===== config.mk =====
export PLATFORM = sky130hd
export DESIGN_NAME = multicycle_control
export DESIGN_NICKNAME = d
export VERILOG_FILES = /design/src/rtl/riscv_ctrl_pkg.sv /design/src/rtl/mem_wait_timer.sv /design/src/rtl/multicycle_control.sv
export SDC_FILE = /design/constraint.sdc
export NUM_CORES = 1
export LEC_CHECK = 0
export CORE_MARGIN = 5
export CORE_UTILIZATION = 48
export DETAILED_ROUTE_END_ITERATION = 10
export HOLD_SLACK_MARGIN = 0.05
export PLACE_DENSITY_LB_ADDON = 0.2
export SYNTH_ARGS = -nofsm -noshare
export SYNTH_HDL_FRONTEND = slang
export SYNTH_SLANG_ARGS = --single-unit

===== constraint.sdc =====
create_clock -name clk -period 2.1 [get_ports clk]
set_input_delay 0.42 -clock clk [delete_from_list [all_inputs] [get_ports clk]]
set_output_delay 0.42 -clock clk [all_outputs]
set_load 0.1 [all_outputs]

===== src/rtl/riscv_ctrl_pkg.sv =====
// Shared encodings for the multicycle RISC-V control unit: opcodes, FSM states,
// ALU operation classes and datapath mux selects.
package riscv_ctrl_pkg;

    localparam logic [6:0] OP_R      = 7'h33;
    localparam logic [6:0] OP_I      = 7'h13;
    localparam logic [6:0] OP_LUI    = 7'h37;
    localparam logic [6:0] OP_LOAD   = 7'h03;
    localparam logic [6:0] OP_STORE  = 7'h23;
    localparam logic [6:0] OP_BRANCH = 7'h63;
    localparam logic [6:0] OP_JAL    = 7'h6F;

    typedef enum logic [3:0] {
        S_FETCH    = 4'd0,
        S_DECODE   = 4'd1,
        S_EXEC_R   = 4'd2,
        S_EXEC_I   = 4'd3,
        S_EXEC_U   = 4'd4,
        S_ALU_WB   = 4'd5,
        S_MEM_ADDR = 4'd6,
        S_MEM_RD   = 4'd7,
        S_MEM_WB   = 4'd8,
        S_MEM_WR   = 4'd9,
        S_BRANCH   = 4'd10,
        S_JAL      = 4'd11,
        S_TRAP     = 4'd12
    } state_t;

    localparam logic [2:0] ALU_R   = 3'b000;
    localparam logic [2:0] ALU_I   = 3'b001;
    localparam logic [2:0] ALU_ADD = 3'b010;
    localparam logic [2:0] ALU_SUB = 3'b011;
    localparam logic [2:0] ALU_LUI = 3'b111;

    localparam logic [1:0] SRC_A_PC    = 2'b00;
    localparam logic [1:0] SRC_A_RS1   = 2'b01;
    localparam logic [1:0] SRC_A_OLDPC = 2'b10;

    localparam logic [1:0] SRC_B_RS2  = 2'b00;
    localparam logic [1:0] SRC_B_FOUR = 2'b01;
    localparam logic [1:0] SRC_B_IMM  = 2'b10;

    localparam logic [1:0] WB_ALUOUT = 2'b00;
    localparam logic [1:0] WB_MDR    = 2'b01;
    localparam logic [1:0] WB_PC     = 2'b10;

    // States that hold the memory port until Mem_Ready_i arrives.
    function automatic logic is_wait_state(input state_t s);
        return (s == S_FETCH) || (s == S_MEM_RD) || (s == S_MEM_WR);
    endfunction

endpackage


===== src/rtl/mem_wait_timer.sv =====
// Counts consecutive not-ready cycles in a memory wait state and flags a timeout
// on the cycle the count would reach WAIT_LIMIT; WAIT_LIMIT = 0 never times out.
module mem_wait_timer #(
    parameter int WAIT_LIMIT = 16
) (
    input  logic clk,
    input  logic reset,
    input  logic clear,
    input  logic waiting,
    output logic timeout
);

    localparam int CW     = (WAIT_LIMIT > 1) ? $clog2(WAIT_LIMIT) : 1;
    localparam int LAST_I = (WAIT_LIMIT > 0) ? WAIT_LIMIT - 1 : 0;
    localparam logic [CW-1:0] LAST = CW'(LAST_I);

    logic [CW-1:0] r_count;

    // Ready in the limit cycle drops waiting, so it beats the timeout.
    assign timeout = (WAIT_LIMIT != 0) && waiting && (r_count == LAST);

    always_ff @(posedge clk or negedge reset) begin
        if (!reset) begin
            r_count <= '0;
        end else if (clear) begin
            r_count <= '0;
        end else if (waiting && !timeout) begin
            r_count <= r_count + CW'(1);
        end
    end

endmodule


===== src/rtl/multicycle_control.sv =====
// Moore-style multicycle control FSM: sequences fetch/decode/execute/memory/write-back,
// with a memory ready timeout, sticky fault flags and a retired-instruction counter.
module multicycle_control
    import riscv_ctrl_pkg::*;
#(
    parameter int CNT_WIDTH    = 32,
    parameter int WAIT_LIMIT   = 16,
    parameter int ALU_OP_WIDTH = 3
) (
    input  logic                    clk,
    input  logic                    reset,
    input  logic [6:0]              OP_i,
    input  logic                    Mem_Ready_i,
    output logic                    PC_Write_o,
    output logic                    Branch_o,
    output logic                    PC_Source_o,
    output logic                    IorD_o,
    output logic                    Mem_Read_o,
    output logic                    Mem_Write_o,
    output logic                    IR_Write_o,
    output logic [1:0]              Mem_to_Reg_o,
    output logic                    Reg_Write_o,
    output logic [1:0]              ALU_Src_A_o,
    output logic [1:0]              ALU_Src_B_o,
    output logic [ALU_OP_WIDTH-1:0] ALU_Op_o,
    output logic                    Illegal_o,
    output logic                    Bus_Err_o,
    output logic [CNT_WIDTH-1:0]    Instr_Count_o,
    output logic [3:0]              State_o
);

    state_t               r_state, w_next;
    logic                 r_illegal, r_busErr;
    logic [CNT_WIDTH-1:0] r_count;

    logic w_waiting, w_clear, w_timeout;
    logic w_retire, w_setIllegal, w_setBusErr;
    logic w_pcWrite, w_branch, w_pcSource, w_iorD, w_memRead, w_memWrite, w_irWrite, w_regWrite;
    logic [1:0] w_memToReg, w_srcA, w_srcB;
    logic [2:0] w_aluOp;

    assign w_waiting = is_wait_state(r_state) && !Mem_Ready_i;
    assign w_clear   = !w_waiting;

    mem_wait_timer #(.WAIT_LIMIT(WAIT_LIMIT)) u_timer (
        .clk     (clk),
        .reset   (reset),
        .clear   (w_clear),
        .waiting (w_waiting),
        .timeout (w_timeout)
    );

    always_comb begin
        w_next       = r_state;
        w_retire     = 1'b0;
        w_setIllegal = 1'b0;
        w_setBusErr  = 1'b0;
        w_pcWrite    = 1'b0;
        w_branch     = 1'b0;
        w_pcSource   = 1'b0;
        w_iorD       = 1'b0;
        w_memRead    = 1'b0;
        w_memWrite   = 1'b0;
        w_irWrite    = 1'b0;
        w_regWrite   = 1'b0;
        w_memToReg   = WB_ALUOUT;
        w_srcA       = SRC_A_PC;
        w_srcB       = SRC_B_RS2;
        w_aluOp      = ALU_R;
        case (r_state)
            S_FETCH: begin
                w_memRead = 1'b1;
                w_srcB    = SRC_B_FOUR;
                w_aluOp   = ALU_ADD;
                w_irWrite = Mem_Ready_i;
                w_pcWrite = Mem_Ready_i;
                if (Mem_Ready_i) begin
                    w_next = S_DECODE;
                end else if (w_timeout) begin
                    w_next      = S_TRAP;
                    w_setBusErr = 1'b1;
                end
            end
            S_DECODE: begin
                w_srcA  = SRC_A_OLDPC;
                w_srcB  = SRC_B_IMM;
                w_aluOp = ALU_ADD;
                case (OP_i)
                    OP_R:               w_next = S_EXEC_R;
                    OP_I:               w_next = S_EXEC_I;
                    OP_LUI:             w_next = S_EXEC_U;
                    OP_LOAD, OP_STORE:  w_next = S_MEM_ADDR;
                    OP_BRANCH:          w_next = S_BRANCH;
                    OP_JAL:             w_next = S_JAL;
                    default: begin
                        w_next       = S_TRAP;
                        w_setIllegal = 1'b1;
                    end
                endcase
            end
            S_EXEC_R: begin
                w_srcA  = SRC_A_RS1;
                w_next  = S_ALU_WB;
            end
            S_EXEC_I: begin
                w_srcA  = SRC_A_RS1;
                w_srcB  = SRC_B_IMM;
                w_aluOp = ALU_I;
                w_next  = S_ALU_WB;
            end
            S_EXEC_U: begin
                w_srcB  = SRC_B_IMM;
                w_aluOp = ALU_LUI;
                w_next  = S_ALU_WB;
            end
            S_ALU_WB: begin
                w_regWrite = 1'b1;
                w_next     = S_FETCH;
                w_retire   = 1'b1;
            end
            S_MEM_ADDR: begin
                w_srcA  = SRC_A_RS1;
                w_srcB  = SRC_B_IMM;
                w_aluOp = ALU_ADD;
                w_next  = (OP_i == OP_STORE) ? S_MEM_WR : S_MEM_RD;
            end
            S_MEM_RD: begin
                w_memRead = 1'b1;
                w_iorD    = 1'b1;
                if (Mem_Ready_i) begin
                    w_next = S_MEM_WB;
                end else if (w_timeout) begin
                    w_next      = S_TRAP;
                    w_setBusErr = 1'b1;
                end
            end
            S_MEM_WB: begin
                w_regWrite = 1'b1;
                w_memToReg = WB_MDR;
                w_next     = S_FETCH;
                w_retire   = 1'b1;
            end
            S_MEM_WR: begin
                w_memWrite = Mem_Ready_i;
                w_iorD     = 1'b1;
                if (Mem_Ready_i) begin
                    w_next   = S_FETCH;
                    w_retire = 1'b1;
                end else if (w_timeout) begin
                    w_next      = S_TRAP;
                    w_setBusErr = 1'b1;
                end
            end
            S_BRANCH: begin
                w_srcA     = SRC_A_RS1;
                w_aluOp    = ALU_SUB;
                w_branch   = 1'b1;
                w_pcSource = 1'b1;
                w_next     = S_FETCH;
                w_retire   = 1'b1;
            end
            S_JAL: begin
                w_pcWrite  = 1'b1;
                w_pcSource = 1'b1;
                w_regWrite = 1'b1;
                w_memToReg = WB_PC;
                w_next     = S_FETCH;
                w_retire   = 1'b1;
            end
            S_TRAP: begin
                w_next = S_TRAP;
            end
            default: begin
                w_next       = S_TRAP;
                w_setIllegal = 1'b1;
            end
        endcase
    end

    always_ff @(posedge clk or negedge reset) begin
        if (!reset) begin
            r_state   <= S_FETCH;
            r_count   <= '0;
            r_illegal <= 1'b0;
            r_busErr  <= 1'b0;
        end else begin
            r_state <= w_next;
            if (w_retire)     r_count   <= r_count + CNT_WIDTH'(1);
            if (w_setIllegal) r_illegal <= 1'b1;
            if (w_setBusErr)  r_busErr  <= 1'b1;
        end
    end

    // Strobes are gated by reset so nothing fires while it is held low.
    assign PC_Write_o    = w_pcWrite  & reset;
    assign Branch_o      = w_branch   & reset;
    assign IR_Write_o    = w_irWrite  & reset;
    assign Mem_Read_o    = w_memRead  & reset;
    assign Mem_Write_o   = w_memWrite & reset;
    assign Reg_Write_o   = w_regWrite & reset;
    assign PC_Source_o   = w_pcSource;
    assign IorD_o        = w_iorD;
    assign Mem_to_Reg_o  = w_memToReg;
    assign ALU_Src_A_o   = w_srcA;
    assign ALU_Src_B_o   = w_srcB;
    assign ALU_Op_o      = ALU_OP_WIDTH'(w_aluOp);
    assign Illegal_o     = r_illegal;
    assign Bus_Err_o     = r_busErr;
    assign Instr_Count_o = r_count;
    assign State_o       = r_state;

endmodule


# ---- Yosys cells after proc, flatten, opt, wreduce, memory -nomap -nowiden
# Cells that the tools add are included.
dict set report op_classes {
  add_sub_neg 2
  mul 0
  n_div 0
  n_lt_le_gt_ge 0
  eq_ne 21
  shift 0
  mux 28
  bitwise 6
  reduce_logical 21
}
# cell count
set op_table {}
lappend op_table {{adder 32 x 1 -> 32 bit (second input constant)} 1}
lappend op_table {{two-way mux 4 bit} 7}
lappend op_table {{one-hot mux 4 bit (7 select lines)} 1}
lappend op_table {{== test 4 bit (second input constant)} 6}
lappend op_table {{one-hot mux 4 bit (6 select lines)} 1}
lappend op_table {{== test 7 x 6 -> 1 bit (second input constant)} 3}
lappend op_table {{== test 4 x 3 -> 1 bit (second input constant)} 4}
lappend op_table {{== test 7 bit (second input constant)} 2}
lappend op_table {{two-way mux 1 bit} 12}
lappend op_table {{one-hot mux 2 bit (2 select lines)} 3}
lappend op_table {{one-hot mux 3 bit (4 select lines)} 1}
lappend op_table {{OR reduction 12 bit} 1}
lappend op_table {{OR reduction 3 bit} 4}
lappend op_table {{OR reduction 4 bit} 3}
lappend op_table {{== test 4 x 2 -> 1 bit (second input constant)} 2}
lappend op_table {{OR reduction 2 bit} 4}
lappend op_table {{== test 7 x 2 -> 1 bit (second input constant)} 1}
lappend op_table {{== test 7 x 5 -> 1 bit (second input constant)} 1}
lappend op_table {{OR reduction 7 bit} 1}
lappend op_table {{AND 1 bit} 6}
lappend op_table {{one-hot mux 1 bit (2 select lines)} 3}
lappend op_table {{adder 4 x 1 -> 4 bit (second input constant)} 1}
lappend op_table {{== test 4 x 1 -> 1 bit (second input constant)} 1}
lappend op_table {{zero test 4 bit} 1}
lappend op_table {{other kinds (4)} 8}
dict set report word_totals {
  reg_bits 42
  latch_bits 0
  ramBits 0
  romBits 0
  input_bits 10
  output_inout_bits 55
  n_memories 0
}

# ---- Longest topological paths before layout
dict set report logic_depth {
  word_depth 9
  mapped_depth 6
}

# ---- Hierarchy
# Synthesis repeated with hierarchy kept, for this count alone.
dict set report unflattened {
  hier_cells 266
  area_unflattened_um2 2611.3
}
# mod n_inst cells_each area_each_um2
set modules_own_cells {}
lappend modules_own_cells {multicycle_control 1 245 2372.3}
lappend modules_own_cells {mem_wait_timer 1 21 239.0}

# ---- Worst setup path after synthesis
# Ideal clock, no wire load.
dict set report synth_timing {
  path_kind {register -> output}
  start {reg r_state[3] (netlist: State_o[3])}
  end {out Reg_Write_o}
  arrival_ns 4.398
  slack_ns -2.718
  path_stages_with_launch 5
  path_cell_list {dfrtp_1 buf_4 nand2b_1 nor3_1 o21a_1}
}
dict set report synth_via {
  elab_chain_cells 4
  elab_cells_between_ends 6
  cone_classes {eq/ne: 3; mux: 1; bitwise: 1; reduce/logical: 1}
}
# item line_no
set synth_lines {}
lappend synth_lines {{from (decl)} multicycle_control.sv:32} ;# state_t r_state, w_next;
lappend synth_lines {{from (signal assigned)} multicycle_control.sv:187} ;# r_state <= w_next;
lappend synth_lines {{== test 4 bit or == test 4 x 3 -> 1 bit (tied branches)} multicycle_control.sv:70} ;# case (r_state)
lappend synth_lines {{OR reduction 3 bit (no source line) (*)} n/a}
lappend synth_lines {{two-way mux 1 bit (*)} multicycle_control.sv:70}
lappend synth_lines {{AND 1 bit (*)} multicycle_control.sv:200} ;# assign Reg_Write_o = w_regWrite & reset;
lappend synth_lines {{to (decl)} multicycle_control.sv:22} ;# output logic Reg_Write_o,
# Every way passes the cells marked *; elsewhere a longest branch is shown, timed or not.

# ---- Worst setup path in the final report
dict set report layout_timing {
  start {reg r_state[2] (netlist: State_o[2])}
  end {out IorD_o}
}
dict set report layout_via {
  elab_chain_cells 3
  elab_cells_between_ends 4
  cone_classes {eq/ne: 2; mux: 1; reduce/logical: 1}
}
# item line_no
set layout_lines {}
lappend layout_lines {{== test 4 x 3 -> 1 bit or == test 4 bit (tied branches)} multicycle_control.sv:70}
lappend layout_lines {{OR reduction 2 bit (no source line) (*)} n/a}
lappend layout_lines {{two-way mux 1 bit (*)} multicycle_control.sv:70}
lappend layout_lines {{to (decl)} multicycle_control.sv:17} ;# output logic IorD_o,
# Marked as above.

==> flow_metrics.tcl <==
set metrics [dict create \
    status "complete, no violations" \
    worstPathCellList "buf_4 -> nand2b_4 -> buf_6 -> nor2_1 -> o21a_2 -> buf_12" \
    hpwl_um 4490 \
    path_max_fanout 8 \
    initial_core_util_pct 49.8 \
    synth-seq-area-share_pct 44.4 \
    final-instance-count-excl-fill 400 \
    place_congestion 0.876 \
    hold_violations 0 \
    ant_nets 0 \
    final_common_cell "buf_4" \
    post-route-period-util_pct 99.6 \
    synthCells 247 \
    p_leak_nw 1.61 \
    antenna_found_initial 0 \
    syn_nets 259 \
    period_minus_slack_ns 2.09 \
    cts_sinks 42 \
    layout.nets 344 \
    grt_pass1_vias 2231 \
    slew_headroom_pct 66.3 \
    synth.distinct_cells 51 \
    antenna_cells 0 \
    critPathMaxStageDelay_ns 0.55 \
    vias_per_cell 5.56 \
    crit_type "reg2out" \
    dr.pass1.iters 4 \
    fmax_mhz 478 \
    clk_pin_slew_worst_paths_ns 0.08 \
    holdWs_ns 0.329 \
    rsz0062_at_grt "yes" \
    cp_num_buf_inv 3 \
    ctsHoldBuffers 0 \
    required_ns 1.68 \
    synth_edf_count 0 \
    port_buffers 64 \
    ir_drop_v 0.00253 \
    synth_flop_cell "dfrtp_1" \
    avgSynthCellArea_sq_um 9.59 \
    fin_skew_ns 0.00389 \
    worst_slew_pin_slew_ns 0.505 \
    place_inst 378 \
    setup_viol 0 \
    synth_top_area_share_pct 44.4 \
    core_sq_um 4750 \
    vias 2223 \
    grt_pass1_wl_um 10600 \
    layout-drive-gt1-share_pct 43.8 \
    cts_buffer_depth 2 \
    grt_usage_pct 21.0 \
    die_x_um 80.3 \
    drv_cap 0 \
    cts-htree-levels 2 \
    cts_tree "built" \
    rows 25 \
    yosys_register_bits 42 \
    overflow 0 \
    cts_buffers 5 \
    maxSlewViolCount 0 \
    grt_max_degree 43 \
    wl_per_cell_um 16.0 \
    design_area_sq_um 3670 \
    path_delay_family "flip-flops" \
    synthToLayoutAreaGrowth_pct 55.1 \
    setup_tns_ns 0 \
    hold_path.class "in2async" \
    postLayoutCoreUtil_pct 77.3 \
    worstPathArrival_ns 1.67 \
    yosys.area.top_type "dfrtp_1" \
    drc 0 \
    syn_area_sq_um 2370 \
    final_cell_mix "50 x buf_4, 22 x nand2_1, 22 x xnor2_1, 21 x buf_12, 20 x nor2_1" \
    fp.dieH_um 80.3 \
    dpl-instance-area_sq_um 3410 \
    nFillCells 312 \
    crit_slowest_cell "dfrtp_4" \
    cp-start-kind "flip-flop" \
    worst_setup_path_end_kind "output port" \
    pwr_density_cell_nw_per_um2 1360 \
    wl_um 6390 \
    clock_latency_ns 0.29 \
    synth_area_leaders "dfrtp_1 44%, xnor2_1 8.1%, xor2_1 4.4%, nor2_1 4.0%, nand2_1 3.8%" \
    clock-root-buffer "clkbuf_8" \
    io_pins 65 \
    drtIter0Drc 135 \
    ys_warn_count 0 \
    die-area_sq_um 6440 \
    async_flop_share_pct 100 \
]
## Yosys cell counts, types with 2 or more instances
cell,number
nand2_1,24
o21ai_0,6
a32oi_1,2
and4_1,4
inv_1,6
xor2_1,12
a31oi_1,4
o211ai_1,3
nand3_1,15
xnor2_1,22
nor2_1,25
o22ai_1,2
nand2b_1,3
and3_1,8
nor2b_1,4
nand4_1,9
nor3b_1,4
and3b_1,2
nand3_2,2
buf_2,4
buf_1,2
o21a_1,5
ha_1,2
nor3_1,8
dfrtp_1,42
and2_1,2
## cell type report
cell class	instances	area [sq um]	share of cell area, %
Multi-Input combinational cell	192	1450	39.3
Sequential cell	42	1090	29.7
Timing Repair Buffer	85	936	25.5
Tap cell	67	83.8	2.28
Clock buffer	6	72.6	1.97
Inverter	6	33.8	0.919
Clock inverter	2	13.8	0.375
## kinds of logic after synthesis
group,synth area share (%)
AND/OR/NAND/NOR,27.6
flip-flops,44.4
AO/OA/AOI/OAI,11.1
XOR/XNOR,12.6
buffers and inverters,2.43
multiplexers,0.898
adder cells (fa/ha/maj),1.06
## flip-flops by register name, summed over array words and instances, names as in the netlist
register and flops:
Instr_Count_o 32, State_o 4, u_timer.r_count 4, Bus_Err_o 1
Illegal_o 1
## per-layer routing
metal	up-vias	routed length (um)	part of all wire [%]	track usage (%)
li1	1051	-	-	-
met1	1076	2570	40	25.0
met2	81	3300	52	37.2
met3	15	408	6.4	4.60
met4	0	108	1.7	7.26
met5	-	0	0	0
## power breakdown
part | switching, W | internal (W) | leakage, nW
Clock | 0.000282 | 0.000235 | 0.0452
Combinational | 0.00218 | 0.00119 | 1.04
Sequential | 0.000174 | 0.000931 | 0.532
## final timing paths
check	startpoint	endpoint	slack, ns	cells past startpoint
setup / recovery	State_o[2]	IorD_o	0.009	6
min in group clk	Instr_Count_o[17]	Instr_Count_o[17]	0.47	1
hold / removal	reset	Instr_Count_o[13]	0.33	2
hold reg to reg	Instr_Count_o[17]	Instr_Count_o[17]	0.47	1
setup reg to reg	State_o[2]	Instr_Count_o[20]	0.09	7
max in group asynchronous	reset	State_o[2]	1.38	2
## through the flow
stage	worst slack [ns]	power [W]
after CTS	-0.00538	0.00490
final	0.00883	0.00499
after floorplan	-0.542	0.00329
after global routing	-0.0634	0.00521
after global placement	0.0527	0.00418
after detailed placement	0.0111	0.00422
## repair_timing
item                       CTS  global route
gates resized for setup      6            15
pin swaps                    2             6
hold endpoints to repair     0             0
setup endpoints to repair    9            13
buffers inserted            10             4
Note: power is estimated with default switching activity, not from simulation.
